**src/rtl/ray_sched_pkg.sv**
```systemverilog
// Shared types and defaults for the ray column scheduler: FSM state encoding,
// default frame geometry and the Q8.8 pose component type.
package ray_sched_pkg;

    localparam int SCREEN_WIDTH_DEF = 320;
    localparam int HCOUNT_W_DEF     = 9;
    localparam int POSE_W_DEF       = 16;
    localparam int NUM_POSE         = 6;

    typedef logic signed [15:0] pose_t;

    typedef enum logic [2:0] {
        S_IDLE,
        S_ISSUE,
        S_WAIT_RAY,
        S_DRAIN,
        S_DONE
    } sched_state_t;

endpackage

```
**src/rtl/ray_column_scheduler_if.sv**
```systemverilog
// Column handshake between the scheduler (master) and the ray-calc -> DDA
// datapath (slave): issued column index, start pulse, ray handoff and retire pulse.
interface ray_column_scheduler_if #(
    parameter int HCOUNT_W = 9
);
    logic [HCOUNT_W-1:0] hcount_out;
    logic                ray_start_out;
    logic                ray_valid_in;
    logic                dda_ready_in;
    logic                column_done_in;

    modport master (
        output hcount_out, ray_start_out,
        input  ray_valid_in, dda_ready_in, column_done_in
    );

    modport slave (
        input  hcount_out, ray_start_out,
        output ray_valid_in, dda_ready_in, column_done_in
    );
endinterface

```
**src/rtl/ray_column_scheduler_column_done_tracker.sv**
```systemverilog
// Saturating count of columns retired by the DDA in the current frame;
// all_done rises once every column has been retired.
module column_done_tracker #(
    parameter int SCREEN_WIDTH = 320,
    parameter int CNT_W        = 10
) (
    input  logic clk,
    input  logic rst_n,
    input  logic clear,
    input  logic inc,
    output logic all_done
);
    logic [CNT_W-1:0] cnt_q, cnt_d;

    always_comb begin
        cnt_d = cnt_q;
        if (clear)
            cnt_d = '0;
        else if (inc && !all_done)
            cnt_d = cnt_q + 1'b1;
    end

    always_ff @(posedge clk) begin
        if (!rst_n) cnt_q <= '0;
        else        cnt_q <= cnt_d;
    end

    assign all_done = (cnt_q == CNT_W'(SCREEN_WIDTH));
endmodule

```
**src/rtl/ray_column_scheduler.sv**
```systemverilog
// Frame-level column sequencer: snapshots the camera pose, issues columns to ray
// calc and waits for the DDA to retire them all. RAY_SCHED_OVERRUN_CNT_EN adds a
// saturating count of frame requests dropped while busy.
module ray_column_scheduler
    import ray_sched_pkg::*;
#(
    parameter int SCREEN_WIDTH = SCREEN_WIDTH_DEF,
    parameter int HCOUNT_W     = HCOUNT_W_DEF,
    parameter int POSE_W       = POSE_W_DEF
) (
    input  logic                     pixel_clk_in,
    input  logic                     rst_n_in,
    input  logic                     frame_start_in,
    input  logic signed [POSE_W-1:0] posX_in,
    input  logic signed [POSE_W-1:0] posY_in,
    input  logic signed [POSE_W-1:0] dirX_in,
    input  logic signed [POSE_W-1:0] dirY_in,
    input  logic signed [POSE_W-1:0] planeX_in,
    input  logic signed [POSE_W-1:0] planeY_in,
    output logic signed [POSE_W-1:0] posX_out,
    output logic signed [POSE_W-1:0] posY_out,
    output logic signed [POSE_W-1:0] dirX_out,
    output logic signed [POSE_W-1:0] dirY_out,
    output logic signed [POSE_W-1:0] planeX_out,
    output logic signed [POSE_W-1:0] planeY_out,
    output logic                     frame_busy_out,
    output logic                     frame_done_out,
`ifdef RAY_SCHED_OVERRUN_CNT_EN
    output logic [7:0]               overrun_cnt_out,
`endif
    ray_column_scheduler_if.master   ray_bus
);
    sched_state_t                        state_q, state_d;
    logic [HCOUNT_W-1:0]                 hcount_q, hcount_d;
    logic                                ray_start_q, ray_start_d;
    logic                                busy_q, busy_d;
    logic                                done_q, done_d;
    logic [NUM_POSE-1:0][POSE_W-1:0]     pose_q, pose_d;

    logic handoff, last_col, cols_clear, cols_inc, all_done;

    assign handoff  = ray_bus.ray_valid_in & ray_bus.dda_ready_in;
    assign last_col = (hcount_q == HCOUNT_W'(SCREEN_WIDTH - 1));

    // Retire pulses only count while a frame is in flight.
    assign cols_inc = ray_bus.column_done_in &&
                      (state_q == S_ISSUE || state_q == S_WAIT_RAY || state_q == S_DRAIN);

    column_done_tracker #(
        .SCREEN_WIDTH (SCREEN_WIDTH),
        .CNT_W        (HCOUNT_W + 1)
    ) u_cols (
        .clk      (pixel_clk_in),
        .rst_n    (rst_n_in),
        .clear    (cols_clear),
        .inc      (cols_inc),
        .all_done (all_done)
    );

    always_comb begin
        state_d    = state_q;
        hcount_d   = hcount_q;
        pose_d     = pose_q;
        cols_clear = 1'b0;
        case (state_q)
            S_IDLE: begin
                if (frame_start_in) begin
                    pose_d     = {planeY_in, planeX_in, dirY_in, dirX_in, posY_in, posX_in};
                    hcount_d   = '0;
                    cols_clear = 1'b1;
                    state_d    = S_ISSUE;
                end
            end
            S_ISSUE:    state_d = S_WAIT_RAY;
            S_WAIT_RAY: begin
                if (handoff) begin
                    if (last_col) begin
                        state_d = S_DRAIN;
                    end else begin
                        hcount_d = hcount_q + 1'b1;
                        state_d  = S_ISSUE;
                    end
                end
            end
            // Compare uses the registered count, so a same-cycle retire lands a cycle later.
            S_DRAIN:    if (all_done) state_d = S_DONE;
            S_DONE:     state_d = S_IDLE;
            default:    state_d = S_IDLE;
        endcase
        ray_start_d = (state_d == S_ISSUE);
        busy_d      = (state_d != S_IDLE);
        done_d      = (state_d == S_DONE);
    end

    always_ff @(posedge pixel_clk_in) begin
        if (!rst_n_in) begin
            state_q     <= S_IDLE;
            hcount_q    <= '0;
            ray_start_q <= 1'b0;
            busy_q      <= 1'b0;
            done_q      <= 1'b0;
            pose_q      <= '0;
        end else begin
            state_q     <= state_d;
            hcount_q    <= hcount_d;
            ray_start_q <= ray_start_d;
            busy_q      <= busy_d;
            done_q      <= done_d;
            pose_q      <= pose_d;
        end
    end

    assign ray_bus.hcount_out    = hcount_q;
    assign ray_bus.ray_start_out = ray_start_q;
    assign frame_busy_out        = busy_q;
    assign frame_done_out        = done_q;
    assign posX_out              = pose_q[0];
    assign posY_out              = pose_q[1];
    assign dirX_out              = pose_q[2];
    assign dirY_out              = pose_q[3];
    assign planeX_out            = pose_q[4];
    assign planeY_out            = pose_q[5];

`ifdef RAY_SCHED_OVERRUN_CNT_EN
    logic [7:0] ovr_q, ovr_d;

    always_comb begin
        ovr_d = ovr_q;
        if (frame_start_in && state_q != S_IDLE && ovr_q != 8'hFF)
            ovr_d = ovr_q + 8'd1;
    end

    always_ff @(posedge pixel_clk_in) begin
        if (!rst_n_in) ovr_q <= '0;
        else           ovr_q <= ovr_d;
    end

    assign overrun_cnt_out = ovr_q;
`endif
endmodule

```
**src/flat_wrapper.sv**
```systemverilog
// flat-port wrapper written by rule: the top's interface ports become plain ports
module ray_column_scheduler_flat import ray_sched_pkg::*;
#(
    parameter int SCREEN_WIDTH = SCREEN_WIDTH_DEF,
    parameter int HCOUNT_W     = HCOUNT_W_DEF,
    parameter int POSE_W       = POSE_W_DEF
)
  (pixel_clk_in, rst_n_in, frame_start_in, posX_in, posY_in, dirX_in, dirY_in, planeX_in, planeY_in, posX_out, posY_out, dirX_out, dirY_out, planeX_out, planeY_out, frame_busy_out, frame_done_out, ray_bus_hcount_out, ray_bus_ray_start_out, ray_bus_ray_valid_in, ray_bus_dda_ready_in, ray_bus_column_done_in);
  ray_column_scheduler_if #(.HCOUNT_W(HCOUNT_W)) ray_bus_i ();
  input  logic pixel_clk_in;
  input  logic rst_n_in;
  input  logic frame_start_in;
  input  logic signed [POSE_W-1:0] posX_in;
  input  logic signed [POSE_W-1:0] posY_in;
  input  logic signed [POSE_W-1:0] dirX_in;
  input  logic signed [POSE_W-1:0] dirY_in;
  input  logic signed [POSE_W-1:0] planeX_in;
  input  logic signed [POSE_W-1:0] planeY_in;
  output logic signed [POSE_W-1:0] posX_out;
  output logic signed [POSE_W-1:0] posY_out;
  output logic signed [POSE_W-1:0] dirX_out;
  output logic signed [POSE_W-1:0] dirY_out;
  output logic signed [POSE_W-1:0] planeX_out;
  output logic signed [POSE_W-1:0] planeY_out;
  output logic frame_busy_out;
  output logic frame_done_out;
  output wire logic [$bits(ray_bus_i.hcount_out)-1:0] ray_bus_hcount_out;
  output wire logic [$bits(ray_bus_i.ray_start_out)-1:0] ray_bus_ray_start_out;
  input wire logic [$bits(ray_bus_i.ray_valid_in)-1:0] ray_bus_ray_valid_in;
  input wire logic [$bits(ray_bus_i.dda_ready_in)-1:0] ray_bus_dda_ready_in;
  input wire logic [$bits(ray_bus_i.column_done_in)-1:0] ray_bus_column_done_in;
  assign ray_bus_hcount_out = ray_bus_i.hcount_out;
  assign ray_bus_ray_start_out = ray_bus_i.ray_start_out;
  assign ray_bus_i.ray_valid_in = ray_bus_ray_valid_in;
  assign ray_bus_i.dda_ready_in = ray_bus_dda_ready_in;
  assign ray_bus_i.column_done_in = ray_bus_column_done_in;
  ray_column_scheduler #(.SCREEN_WIDTH(SCREEN_WIDTH), .HCOUNT_W(HCOUNT_W), .POSE_W(POSE_W)) u_core (.pixel_clk_in(pixel_clk_in), .rst_n_in(rst_n_in), .frame_start_in(frame_start_in), .posX_in(posX_in), .posY_in(posY_in), .dirX_in(dirX_in), .dirY_in(dirY_in), .planeX_in(planeX_in), .planeY_in(planeY_in), .posX_out(posX_out), .posY_out(posY_out), .dirX_out(dirX_out), .dirY_out(dirY_out), .planeX_out(planeX_out), .planeY_out(planeY_out), .frame_busy_out(frame_busy_out), .frame_done_out(frame_done_out), .ray_bus(ray_bus_i));
endmodule
```
**config.mk**
```make
export PLATFORM = sky130hd
export DESIGN_NAME = ray_column_scheduler_flat
export DESIGN_NICKNAME = d
export VERILOG_FILES = /design/src/rtl/ray_sched_pkg.sv /design/src/rtl/ray_column_scheduler_if.sv /design/src/rtl/ray_column_scheduler_column_done_tracker.sv /design/src/rtl/ray_column_scheduler.sv /design/src/flat_wrapper.sv
export SDC_FILE = /design/constraint.sdc
export NUM_CORES = 1
export LEC_CHECK = 0
export BUFFER_PORTS_ARGS = -buffer_cell sky130_fd_sc_hd__buf_2
export CAP_MARGIN = 20
export CORE_MARGIN = 4
export CORE_UTILIZATION = 51
export CTS_CLUSTER_SIZE = 16
export DETAILED_ROUTE_END_ITERATION = 16
export HOLD_SLACK_MARGIN = 0.1
export PLACE_DENSITY = 0.94
export SLEW_MARGIN = 10
export SYNTH_ARGS = -nofsm -noshare
export SYNTH_HDL_FRONTEND = slang
export SYNTH_SLANG_ARGS = --single-unit
```
**constraint.sdc**
```tcl
create_clock -name pixel_clk_in -period 4.7 [get_ports pixel_clk_in]
set_input_delay 0.94 -clock pixel_clk_in [delete_from_list [all_inputs] [get_ports pixel_clk_in]]
set_output_delay 0.94 -clock pixel_clk_in [all_outputs]
set_load 0.05 [all_outputs]
```
; ---- Word-level counts from Yosys, hierarchy flattened
; Cells that the tools add are included.
[op_classes]
n_bitwise = 2
add_sub_neg = 2
n_mux = 11
n_eq_ne = 10
reduce_logical = 11
[ops]
columns = cell, n
row1 = 9-bit 2-to-1 mux, 3
row2 = 9-bit one-hot mux with 2 select lines, 1
row3 = 3-bit one-hot mux with 4 select lines, 1
row4 = 10-bit by 1-bit adder with 10-bit output (second input constant), 1
row5 = 10-bit by 9-bit == test with 1-bit output (second input constant), 1
row6 = 9-bit by 1-bit adder with 9-bit output (second input constant), 1
row7 = 9-bit == test (second input constant), 1
row8 = 3-bit 2-to-1 mux, 3
row9 = 3-bit by 1-bit == test with 1-bit output (second input constant), 2
row10 = 3-bit by 2-bit == test with 1-bit output (second input constant), 2
row11 = 2-bit != test (second input constant), 2
row12 = 4-bit AND reduction, 1
row13 = 3-bit == test (second input constant), 1
row14 = 3-bit logical NOT, 1
row15 = 3-bit nonzero test, 1
row16 = 1-bit logical AND, 2
row17 = 1-bit logical OR, 2
row18 = 1-bit 2-to-1 mux, 2
row19 = 2-bit 2-to-1 mux, 1
row20 = 2-bit by 1-bit != test with 1-bit output (second input constant), 1
row21 = 2-bit AND reduction, 1
row22 = 2-bit nonzero test, 1
row23 = 2-bit OR reduction, 1
row24 = 1-bit bitwise AND, 1
row25 = 2 further kinds, 2
[totals]
output_inout_bits = 108
input_bits = 102
ff_bits = 121
word_cells = 48

; ---- Depth between registers and ports, before layout
; Gate-level depths: netlist of run 1.
[logic_depth]
word_depth = 5
mapped_depth = 7
mapped_depth_nobuf = 6

; ---- Cells and area by module
; Synthesis of run 1 repeated with hierarchy kept, for this count alone.
[unflattened]
hier_cells = 564
hier_area_um2 = 4525.6
[by_module_without_submodules]
columns = module, area_per_inst_um2, instances, seq_area_each_um2, cells_each
row1 = ray_column_scheduler, 3957.5, 1, 2222.1, 497
row2 = column_done_tracker, 568.0, 1, 200.2, 67

; ---- Worst setup path before layout of run 1
; Ideal clock, no wire load.
[synth_timing]
kind = input -> register
from = input port frame_start_in
to = register u_core.hcount_q[1] (netlist: u_core.ray_bus.hcount_out[1])
t_arrival_ps = 1900
setup_ps = 115
required_time_ps = 4585
path_slack_ps = 2685
stages = 5
n_path_buf = 2
cell_sequence = or4b_1 > buf_2 > buf_6 > o211a_1 > o21a_1
[synth_between]
elab_chain_len = 2
[synth_rtl]
columns = item, line_no
row1 = "start, declared", flat_wrapper.sv:12  ; input logic frame_start_in;
row2 = 2-bit != test (no line), -
row3 = 4-bit AND reduction (no line), -
row4 = "end signal, assigned", ray_column_scheduler.sv:105  ; hcount_q <= hcount_d;
row5 = "end, declared", ray_column_scheduler.sv:34  ; logic [HCOUNT_W-1:0] hcount_q, hcount_d;
; No other way between the ends.
; A chain may end at the register's enable or synchronous reset.

; ---- Worst setup path in the final report of run 1
[layout_timing]
from = register u_core.hcount_q[2] (netlist: u_core.ray_bus.hcount_out[2])
to = output port ray_bus_hcount_out[2]
[layout_rtl]
columns = item, line_no
row1 = "end, declared", flat_wrapper.sv:27  ; output wire logic [$bits(ray_bus_i.hcount_out)-1:0] ray_bus_hcount_out;
; No word-level cell between the ends.

==> qor.yml, run 1 <==
outcome:
  outcome: "finished clean"
clocking:
  htree_levels: 4
  cts_tree: "done"
  clock-sinks: 121
  cts_root_buf: "clkbuf_8"
  cts_hold_buf: 0
  clock_path_buffers: 2
  clkTransAtPathRegs_ns: 0.06
  post-cts-setup-buffer-count: 0
  cts_resized: 0
  clkLatencyLatePin_ns: 0.50
  numCtsBuffers: 17
finish:
  synthToLayoutAreaGrowth_pct: 34.14
  nets: 861
  final_area_um2: 6430
  final_layout_size_suffix_gt1_frac: 0.3225
  seqCellArea_um2: 2422
  antennaDiodeCount: 0
  multi_input_area_um2: 2155
  n_fill_cell: 701
sta:
  fin_crit_sh: 0.4712
  setup-tns-final_ns: 0
  clock-skew-final_ns: 0.01081
  rsz0062_at_grt: "no"
  tightest_slew_ns: 1.041
  fmax_mhz: 451.5
  setup_slack_ns: 2.485
  min_period_ns: 2.215
  relSlewSlack: 0.3012
  setup_viol: 0
  hold_violations: 0
  drv_slew: 0
worst_setup_path:
  crit_slowest_cell: "dfxtp_1"
  setup.worst_path.start_class: "register"
  path_max_fanout: 7
  critPathKind: "register to output pin"
  end_kind: "output pin"
  arrival_ns: 1.27
  timing.rr.start: "u_core.state_q[1]$_SDFF_PN0_"
  cp_data_required_time_ns: 3.76
  critPathLaunch: "u_core.ray_bus.hcount_out[2]$_SDFFE_PN0P_"
  critical-path-top-delay-family: "flip-flops"
  max_stage_delay_ns: 0.46
  worst-path-buf-inv: 1
  crit_chain: "buf_2"
floorplan:
  fp-row-count: 35
  die_area_um2: 11010
  die_w_um: 104.9
  dieHeight_um: 104.9
  coreArea_um2: 9196
  ioPinCount: 210
  initial_core_util: 0.5212
logic_synthesis:
  syn_avg_cell_area_um2: 8.514
  synth-async-reset-ratio: 0
  synth-xor-area-share: 0.005482
  synthesis.instances: 563
  synth_common_cells: "nand2_1 (200), dfxtp_1 (121), a21boi_0 (71), a21boi_1 (26), buf_2 (19)"
  ys_seq_area_frac: 0.5054
  synth-simple-area-share: 0.2352
  yosysUniqueCellTypes: 43
  synth_top_family_by_area: "simple AND/OR/NAND/NOR gates"
  synthMuxAreaShare: 0.002088
  synth_warnings: 0
  synth_compound_area_frac: 0.1968
  synth_area_um2: 4793
  ys_seq_elements: 121
  synth_ff_type: "dfxtp_1"
  yosysMostFrequentCell: "nand2_1"
  synth_top_area_share: 0.5054
  synth_area_leaders: "dfxtp_1 (51%), nand2_1 (16%), a21boi_0 (11%)"
  synth-edff-count: 0
  syn-num-nets: 668
  synth_top_cell_by_area: "dfxtp_1"
  synthAdderAreaFrac: 0.007831
drt:
  drcViolationCount: 0
  vias_per_cell: 5.195
  drt-total-wl_mm: 12.76
  detail_route.wl_per_cell_um: 14.50
  postRouteAntennaNets: 0
  dr.pass1.iters: 5
  vias: 4572
  drt_iter0_markers: 192
min_path:
  min-delay-start: "u_core.planeX_out[1]$_SDFFE_PN0P_"
  hp-class: "register to register"
global_route:
  grt_max_degree: 101
  grt_pass1_wl_mm: 21.20
  antenna_found_initial: 0
  grt_pass1_vias: 4617
  grt_use_total: 0.2333
  overflow: 0
pwr:
  power.density_nw_per_um2: 464.2
  ir_worst_vdd_mv: 0.3683
  p_leak_nw: 2.904
placement:
  place_ws_ns: 2.062
  place_hpwl_mm: 9.090
  gp_congestion: 0.8721
  place_area_um2: 5807
  port_buffers: 209
job:
  drv_cap: 0
==> kinds of logic after synthesis <==
family / Yosys count
xor+xnor: 3
fa+ha+maj: 3
compound gates: 132
simple gates: 258
flops: 121
mux: 1
buf+inv: 45
==> state kept, by name, summed over array words and instances (netlist names), 3 cells and up <==
| register | count |
|---|---|
| u_core.dirX_out | 16 |
| u_core.dirY_out | 16 |
| u_core.planeX_out | 16 |
| u_core.planeY_out | 16 |
| u_core.posX_out | 16 |
| u_core.posY_out | 16 |
| u_core.u_cols.cnt_q | 10 |
| u_core.ray_bus.hcount_out | 9 |
| u_core.state_q | 3 |
==> routing by layer <==
| layer | global-route usage | routed length (µm) |
|---|---|---|
| met4 | 0.1022 | 324 |
| met3 | 0.06980 | 736 |
| met2 | 0.4253 | 6877 |
| met5 | 0 | 0 |
| met1 | 0.2467 | 4826 |
==> layout by cell type, fill, tap and decap left out, types with 7 or more instances in the layout <==
cell type	Yosys	routed
a21oi_1	13	13
nor2_1	7	7
or3_1	7	7
a21boi_0	71	71
buf_2	19	209
dfxtp_1	121	121
a21boi_1	26	26
clkbuf_16	0	16
nand2_1	200	200
or4_1	7	7
inv_1	8	8
o21ai_0	9	9
==> report_power, final <==
group,internal [W],switching [W],total [W]
combinational,0.000131,0.000374,0.000506
clock,0.000880,0.000471,0.00135
sequential,0.00109,0.0000365,0.00113
total,0.00210,0.000881,0.00298
==> cell type report <==
class                   instances  share of cell area
well taps                     111             0.02160
inverters                       8            0.004670
repair buffers                211              0.1650
multi-input cells             397              0.3351
flip-flops and latches        121              0.3767
clock inverters                13             0.02977
clock buffers                  19             0.06713
==> worst min-delay path: stages, from the launching register on <==
cell and delay (ns):
dfxtp_1 0.30, nand2_1 0.05, a21boi_1 0.05
==> worst paths after layout <==
check / end / slack, ns / depth (start not counted)
worst max register to register: u_core.u_cols.cnt_q[9]$_SDFFE_PP0P_ / 2.51 / 4
worst min register to register: u_core.planeX_out[1]$_SDFFE_PN0P_ / 0.45 / 2
worst min-delay path: u_core.planeX_out[1]$_SDFFE_PN0P_ / 0.45 / 2
worst max-delay path: ray_bus_hcount_out[2] / 2.49 / 1
==> per-stage QoR <==
stage / total power (W) / utilization / instances / hold slack (ns)
finish: 0.002985 / 0.6992 / 880 / 0.4528
global route: 0.003109 / 0.6992 / 880 / 0.4734
CTS: 0.003012 / 0.6992 / 880 / 0.4562
detailed placement: 0.001658 / 0.6314 / 848 / 0.4480
global placement: 0.001642 / 0.6314 / 848 / 0.4381
floorplan: 0.001526 / - / 563 / 0.4603
(Power assumes the default switching activity.)
==> run 2: changes to the inputs <==
--- a/config.mk
+++ b/config.mk
@@ -5,14 +5,15 @@
 export SDC_FILE = /design/constraint.sdc
 export NUM_CORES = 1
 export LEC_CHECK = 0
+export ABC_AREA = 1
 export BUFFER_PORTS_ARGS = -buffer_cell sky130_fd_sc_hd__buf_2
 export CAP_MARGIN = 20
 export CORE_MARGIN = 4
-export CORE_UTILIZATION = 51
+export CORE_UTILIZATION = 47
 export CTS_CLUSTER_SIZE = 16
 export DETAILED_ROUTE_END_ITERATION = 16
 export HOLD_SLACK_MARGIN = 0.1
-export PLACE_DENSITY = 0.94
+export PLACE_DENSITY = 0.89
 export SLEW_MARGIN = 10
 export SYNTH_ARGS = -nofsm -noshare
 export SYNTH_HDL_FRONTEND = slang
==> constraint.sdc (replaced) <==
create_clock -name pixel_clk_in -period 2.3 [get_ports pixel_clk_in]
set_input_delay 0.46 -clock pixel_clk_in [delete_from_list [all_inputs] [get_ports pixel_clk_in]]
set_output_delay 0.46 -clock pixel_clk_in [all_outputs]
set_load 0.05 [all_outputs]
==> run 2 against run 1 <==
Via count rose by 2.6%. Register-to-register slack worse by 2.1 ns. Clock skew is 0.0027 ns higher. Setup slack got worse by 2.1 ns. Critical path type is now register to register. Largest power group unchanged.
==> qor.yml, run 2 <==
logic_synthesis:
  synth_warnings: 0  # unchanged
  ys_seq_elements: 121  # unchanged
  synth_ff_type: "dfxtp_1"  # unchanged
  synth-async-reset-ratio: 0  # unchanged
  syn-num-nets: 731  # was 668
  synth-edff-count: 0  # unchanged
  syn_avg_cell_area_um2: 7.449  # was 8.514 µm²
  synth_common_cells: "nor2_1 (219), dfxtp_1 (121), o21ai_0 (98), nand2_1 (65), a21oi_1 (22)"  # was nand2_1 (200), dfxtp_1 (121), a21boi_0 (71), a21boi_1 (26), buf_2 (19)
  synth_top_area_share: 0.5195  # was 0.5054
  synth_top_cell_by_area: "dfxtp_1"  # unchanged
  yosysMostFrequentCell: "nor2_1"  # was nand2_1
  synthesis.instances: 626  # was 563
  synth_area_um2: 4663  # was 4793 µm²
  ys_seq_area_frac: 0.5195  # was 0.5054
  yosysUniqueCellTypes: 24  # was 43
  synth_area_leaders: "dfxtp_1 (52%), nor2_1 (18%), o21ai_0 (11%)"  # was dfxtp_1 (51%), nand2_1 (16%), a21boi_0 (11%)
pwr:
  power_frac_seq: 0.363  # was 0.378
  ir_worst_vdd_mv: 0.5451  # was 0.3683 mV
  pwr-share-comb: 0.215  # was 0.169
  p_leak_nw: 3.062  # was 2.904 nW
  p_sw_frac: 0.3250  # was 0.2953
  p_sw_w: 0.002133  # was 0.0008813 W
  power.density_nw_per_um2: 1028  # was 464.2 nW/µm²
  p_int_w: 0.004431  # was 0.002104 W
  pwr-share-clk: 0.422  # was 0.453
clocking:
  clock-sinks: 121  # unchanged
  clkTransAtPathRegs_ns: 0.06  # about the same
  htree_levels: 4  # unchanged
  cts_tree: "done"  # unchanged
  clock_path_buffers: 2  # unchanged
  cts_resized: 0  # unchanged
  clkLatencyLatePin_ns: 0.50  # about the same
  cts_root_buf: "clkbuf_8"  # unchanged
  cts_hold_buf: 0  # unchanged
  numCtsBuffers: 17  # unchanged
  post-cts-setup-buffer-count: 0  # unchanged
worst_setup_path:
  arrival_ns: 2.24  # was 1.27 ns
  r2r_slack_ns: 0.43  # was 2.51 ns
  critPathKind: "register to register"  # was register to output pin
  cp_data_required_time_ns: 2.67  # was 3.76 ns
  path_max_fanout: 12  # was 7
  setup.worst_path.start_class: "register"  # unchanged
  end_kind: "register"  # was output pin
sta:
  tightest_slew_ns: 0.3906  # was 1.041 ns
  hold_ws_ns: 0.2087  # was 0.4528 ns
  fmax_mhz: 534.4
  rsz0062_at_grt: "no"  # unchanged
  fin_crit_sh: 0.8136
  setup_viol: 0  # unchanged
  setup-tns-final_ns: 0  # unchanged
  relSlewSlack: 0.7396  # was 0.3012
  hold_violations: 0  # unchanged
  clock-skew-final_ns: 0.01353  # was 0.01081 ns
  min_period_ns: 1.871
  drv_slew: 0  # unchanged
finish:
  fin_cells: 969  # was 880
  final_cell_mix: "nor2_1 (219), buf_2 (209), dfxtp_1 (121), o21ai_0 (98), nand2_1 (65)"  # was buf_2 (209), nand2_1 (200), dfxtp_1 (121), a21boi_0 (71), a21boi_1 (26)
  final_area_um2: 6387  # was 6430 µm²
  synthToLayoutAreaGrowth_pct: 36.97  # was 34.14%
  antennaDiodeCount: 0  # unchanged
  nets: 929  # was 861
  final_common_cell: "nor2_1"  # was buf_2
  n_fill_cell: 849  # was 701
  final_layout_size_suffix_gt1_frac: 0.3098  # was 0.3225
global_route:
  grt_max_degree: 81  # was 101
  grt_pass1_vias: 4157  # was 4617
  gr-usage-met2: 0.3446  # was 0.4253
  top_usage_layer: "met2"  # unchanged
  overflow: 0  # unchanged
  grtUsageMet1: 0.2643  # was 0.2467
  grt_use_total: 0.2079  # was 0.2333
  grt_pass1_wl_mm: 19.42  # was 21.20 mm
  antenna_found_initial: 0  # unchanged
  grt.met3_usage: 0.04979  # was 0.06980
drt:
  drcViolationCount: 0  # unchanged
  drt-total-wl_mm: 12.32  # was 12.76 mm
  vias_per_cell: 4.840  # was 5.195
  vias: 4690  # was 4572
  dr.pass1.iters: 5  # unchanged
  detail_route.wl_per_cell_um: 12.72  # was 14.50 µm
  postRouteAntennaNets: 0  # unchanged
  drt_iter0_markers: 373  # was 192
floorplan:
  die_w_um: 107.6  # was 104.9 µm
  coreArea_um2: 9729  # was 9196 µm²
  initial_core_util: 0.4793  # was 0.5212
  ioPinCount: 210  # unchanged
  dieHeight_um: 107.6  # was 104.9 µm
  die_area_um2: 11580  # was 11010 µm²
  fp-row-count: 36  # was 35
placement:
  place_area_um2: 5764  # was 5807 µm²
  gp_congestion: 0.8598  # was 0.8721
  dp_cells: 938  # was 848
  port_buffers: 209  # unchanged
  place_hpwl_mm: 8.834  # was 9.090 mm
job:
  drv_cap: 0  # unchanged
min_path:
  hp-class: "primary input to register"  # was register to register
outcome:
  outcome: "finished clean"  # unchanged
run 2: cell types whose count changed in the layout (fill, tap and decap cells not counted), moves of 9 or more:
| cell | change |
|---|---|
| o21ai_0 | +89 |
| nand3_1 | +13 |
| a21oi_1 | +9 |
| nand2_1 | -135 |
| a21boi_0 | -71 |
| nor2_1 | +212 |
| a21boi_1 | -26 |
| inv_1 | +12 |
run 2: final timing paths:
path / cells past startpoint / from / endpoint
setup reg to reg: 9 / u_core.u_cols.cnt_q[0]$_SDFFE_PP0P_ / u_core.u_cols.cnt_q[6]$_SDFFE_PP0P_
hold reg to reg: 2 / u_core.dirY_out[5]$_SDFFE_PN0P_ / u_core.dirY_out[5]$_SDFFE_PN0P_
hold / removal: 3 / dirY_in[12] / u_core.dirY_out[12]$_SDFFE_PN0P_
setup / recovery: 9 / u_core.u_cols.cnt_q[0]$_SDFFE_PP0P_ / u_core.u_cols.cnt_q[6]$_SDFFE_PP0P_
run 2: layer usage:
| layer | share of wire | wire length, µm |
|---|---|---|
| met5 | 0 | 0 |
| met4 | 0.016 | 191 |
| met2 | 0.48 | 5861 |
| met3 | 0.084 | 1037 |
| met1 | 0.42 | 5231 |
run 2: final cells by class:
type	count	area, µm²	area share
multi-input cells	446	1964	0.3075
clock buffers	18	427.9	0.06699
inverters	24	90.09	0.01410
well taps	133	166.4	0.02605
clock inverters	13	195.2	0.03056
flip-flops and latches	121	2422	0.3792
repair buffers	214	1121	0.1755
run 2: power by group through the flow:
| stage | Clock (W) | Sequential (W) | Combinational (W) |
|---|---|---|---|
| final | 0.00277 | 0.00238 | 0.00141 |
| after global routing | 0.00292 | 0.00241 | 0.00152 |
| after CTS | 0.00281 | 0.00238 | 0.00142 |
| after detailed placement | 0 | 0.00242 | 0.00142 |
| after global placement | 0 | 0.00242 | 0.00140 |
| after floorplan | 0 | 0.00307 | 0.000417 |
run 2: kinds of logic after synthesis:
group,count (synthesis),share of synthesized area
and+or+nand+nor,317,0.2731
DFF,121,0.5195
AOI/OAI and AO/OA,120,0.1288
buffers and inverters,59,0.05929
xor gates and xnor gates,6,0.01127
adders and majority gates,3,0.008050
run 2: metrics by stage:
stage	power (W)	worst slack [ns]	utilization
2_1_floorplan	0.003485	0.4659	-
3_3_place_gp	0.003819	0.5058	0.5925
3_5_place_dp	0.003843	0.4206	0.5925
4_1_cts	0.006613	0.4385	0.6565
5_1_grt	0.006844	0.2298	0.6565
6_report	0.006564	0.4287	0.6565
run 2: critical path, cell delays in order, from the launching register on:
cell      delay (ns)
dfxtp_1         0.35
inv_1           0.11
ha_1            0.15
nand2_1         0.05
nor2_1          0.13
nand3_1         0.12
nand2_1         0.30
clkinv_1        0.33
nand2_1         0.14
a21oi_1         0.07
==> run 3: changes to the inputs <==
--- a/config.mk
+++ b/config.mk
@@ -9,11 +9,11 @@
 export BUFFER_PORTS_ARGS = -buffer_cell sky130_fd_sc_hd__buf_2
 export CAP_MARGIN = 20
 export CORE_MARGIN = 4
-export CORE_UTILIZATION = 47
+export CORE_UTILIZATION = 42
 export CTS_CLUSTER_SIZE = 16
 export DETAILED_ROUTE_END_ITERATION = 16
 export HOLD_SLACK_MARGIN = 0.1
-export PLACE_DENSITY = 0.89
+export PLACE_DENSITY = 0.84
 export SLEW_MARGIN = 10
 export SYNTH_ARGS = -nofsm -noshare
 export SYNTH_HDL_FRONTEND = slang
==> constraint.sdc (replaced) <==
create_clock -name pixel_clk_in -period 1.5 [get_ports pixel_clk_in]
set_input_delay 0.3 -clock pixel_clk_in [delete_from_list [all_inputs] [get_ports pixel_clk_in]]
set_output_delay 0.3 -clock pixel_clk_in [all_outputs]
set_load 0.05 [all_outputs]
==> run 3 against run 2 <==
Count of clock-buffer cells in the layout rose by 7. Total power up 52%. Utilization is 3.4 points higher. Sequential share of layout area shrank 5.4 points. Design area up 17%. Global-route usage up 3.3 points. Clock power is 38% higher. Critical path depth is 8 lower. Sequential power up 54%. Hold slack worse by 0.057 ns.
==> qor.yml, run 3 (same netlist as run 2, synthesis figures left out) <==
floorplan:
  ioPinCount: 210  # unchanged
  die_area_um2: 12850  # was 11580 µm²
  die_w_um: 113.4  # was 107.6 µm
  initial_core_util: 0.4302  # was 0.4793
  coreArea_um2: 10840  # was 9729 µm²
  fp-row-count: 38  # was 36
  dieHeight_um: 113.4  # was 107.6 µm
clocking:
  clock-sinks: 121  # unchanged
  clkLatencyLatePin_ns: 0.51  # was 0.50 ns
  cts_root_buf: "clkbuf_8"  # unchanged
  clkTransAtPathRegs_ns: 0.06  # about the same
  clock_path_buffers: 2  # unchanged
  post-cts-setup-buffer-count: 0  # unchanged
  htree_levels: 4  # unchanged
  cts_tree: "done"  # unchanged
  numCtsBuffers: 17  # unchanged
worst_setup_path:
  path_max_fanout: 2  # was 12
  crit_chain: "buf_2"  # was inv_1, ha_1, nand2_1, nor2_1, nand3_1, nand2_1, clkinv_1, nand2_1, a21oi_1
  worst-path-buf-inv: 1  # was 2
  end_kind: "output pin"  # was register
  critPathKind: "register to output pin"  # was register to register
  crit_slowest_cell: "dfxtp_1"  # unchanged
  max_stage_delay_ns: 0.37  # was 0.35 ns
  arrival_ns: 1.16  # was 2.24 ns
  setup.worst_path.start_class: "register"  # unchanged
  cp_data_required_time_ns: 1.20  # was 2.67 ns
  critical-path-top-delay-family: "flip-flops"  # was simple AND/OR/NAND/NOR gates
placement:
  port_buffers: 209  # unchanged
  dp_cells: 955  # was 938
  gp_congestion: 0.8763  # was 0.8598
  place_area_um2: 5899  # was 5764 µm²
  place_hpwl_mm: 9.304  # was 8.834 mm
finish:
  nets: 1034  # was 929
  final_area_um2: 7487  # was 6387 µm²
  final_common_cell: "nor2_1"  # unchanged
  final_layout_size_suffix_gt1_frac: 0.2994  # was 0.3098
  n_fill_cell: 802  # was 849
  final_cell_mix: "nor2_1 (218), buf_2 (198), dfxtp_1 (113), o21ai_0 (96), dlygate4sd3_1 (93)"  # was nor2_1 (219), buf_2 (209), dfxtp_1 (121), o21ai_0 (98), nand2_1 (65)
  synthToLayoutAreaGrowth_pct: 60.56  # was 36.97%
  fin_cells: 1083  # was 969
sta:
  fmax_mhz: 684.4
  fin_crit_sh: 0.9740
  tightest_slew_ns: 0.3760  # was 0.3906 ns
  relSlewSlack: 0.7467  # was 0.7396
  hold_ws_ns: 0.1515  # was 0.2087 ns
  min_period_ns: 1.461
  drv_slew: 0  # unchanged
  clock-skew-final_ns: 0.004895  # was 0.01353 ns
  setup_viol: 0  # unchanged
  hold_violations: 0  # unchanged
global_route:
  grt_pass1_vias: 5111  # was 4157
  antenna_found_initial: 0  # unchanged
  grt_use_total: 0.2407  # was 0.2079
  grt_pass1_wl_mm: 24.76  # was 19.42 mm
  overflow: 0  # unchanged
  grt_max_degree: 78  # was 81
pwr:
  pwr-share-clk: 0.383  # was 0.422
  power.density_nw_per_um2: 1336  # was 1028 nW/µm²
  p_sw_frac: 0.3294  # was 0.3250
  pwr-share-comb: 0.251  # was 0.215
  p_leak_nw: 3.502  # was 3.062 nW
  ir_worst_vdd_mv: 1.031  # was 0.5451 mV
  p_sw_w: 0.003295  # was 0.002133 W
  p_int_w: 0.006709  # was 0.004431 W
  power_frac_seq: 0.366  # was 0.363
drt:
  dr.pass1.iters: 5  # unchanged
  detail_route.wl_per_cell_um: 14.71  # was 12.72 µm
  drt-total-wl_mm: 15.93  # was 12.32 mm
  drcViolationCount: 0  # unchanged
  vias: 5342  # was 4690
  vias_per_cell: 4.933  # was 4.840
  postRouteAntennaNets: 0  # unchanged
  drt_iter0_markers: 547  # was 373
min_path:
  hp-class: "primary input to register"  # unchanged
outcome:
  outcome: "finished clean"  # unchanged
job:
  drv_cap: 0  # unchanged
-- run 3: final timing paths --
kind	from	to	slack [ns]	depth (start not counted)
worst max-delay path	u_core.posX_out[13]$_SDFFE_PN0P_	posX_out[13]	0.04	1
worst max register to register	u_core.state_q[1]$_SDFF_PN0_	u_core.dirX_out[4]$_SDFFE_PN0P_	0.07	6
worst min-delay path	posY_in[0]	u_core.posY_out[0]$_SDFFE_PN0P_	0.15	3
worst min register to register	u_core.ray_bus.hcount_out[0]$_SDFFE_PN0P_	u_core.ray_bus.hcount_out[0]$_SDFFE_PN0P_	0.46	1
-- run 3: metrics by stage --
step           power (W)  setup slack (ns)  TNS [ns]  utilization
3_5_place_dp    0.005951           0.02623         0       0.5442
2_1_floorplan   0.005342           0.01090         0            -
5_1_grt          0.01044          -0.03533   -0.1685       0.6904
6_report         0.01000           0.03895         0       0.6907
4_1_cts         0.009980          0.008982         0       0.6836
3_3_place_gp    0.005905           0.08088         0       0.5442
-- run 3: layout make-up --
cell class | count | area (µm²) | area share
Clock inverter | 7 | 62.56 | 0.008356
Antenna cell | 1 | 2.502 | 0.0003342
Sequential cell | 121 | 2437 | 0.3255
Multi-Input combinational cell | 446 | 1997 | 0.2667
Timing Repair Buffer | 318 | 2206 | 0.2946
Tap cell | 140 | 175.2 | 0.02340
Clock buffer | 25 | 505.5 | 0.06751
Timing Repair inverter | 1 | 7.507 | 0.001003
Inverter | 24 | 93.84 | 0.01253
-- run 3: power by group through the flow --
stage	Clock [W]	Sequential [W]	Combinational, W
after floorplan	0	0.00470	0.000640
final	0.00383	0.00366	0.00251
after global routing	0.00408	0.00370	0.00266
after global placement	0	0.00370	0.00221
after CTS	0.00390	0.00365	0.00243
after detailed placement	0	0.00372	0.00223
-- run 3: what timing repair did --
item / in CTS / in global routing
endpoints found under the hold margin: 93 / 0
pin swaps: 0 / 2
setup endpoints to repair: 5 / 40
hold buffers: 93 / 0
gates resized for setup: 5 / 22
gates cloned: 0 / 2
-- run 3: routing by layer --
metal | vias to the layer above | GRT usage | share of wire
li1 | 2608 | - | -
met1 | 2377 | 0.2706 | 0.38
met2 | 309 | 0.3997 | 0.48
met3 | 48 | 0.09019 | 0.11
met4 | 0 | 0.1226 | 0.031
met5 | - | 0 | 0
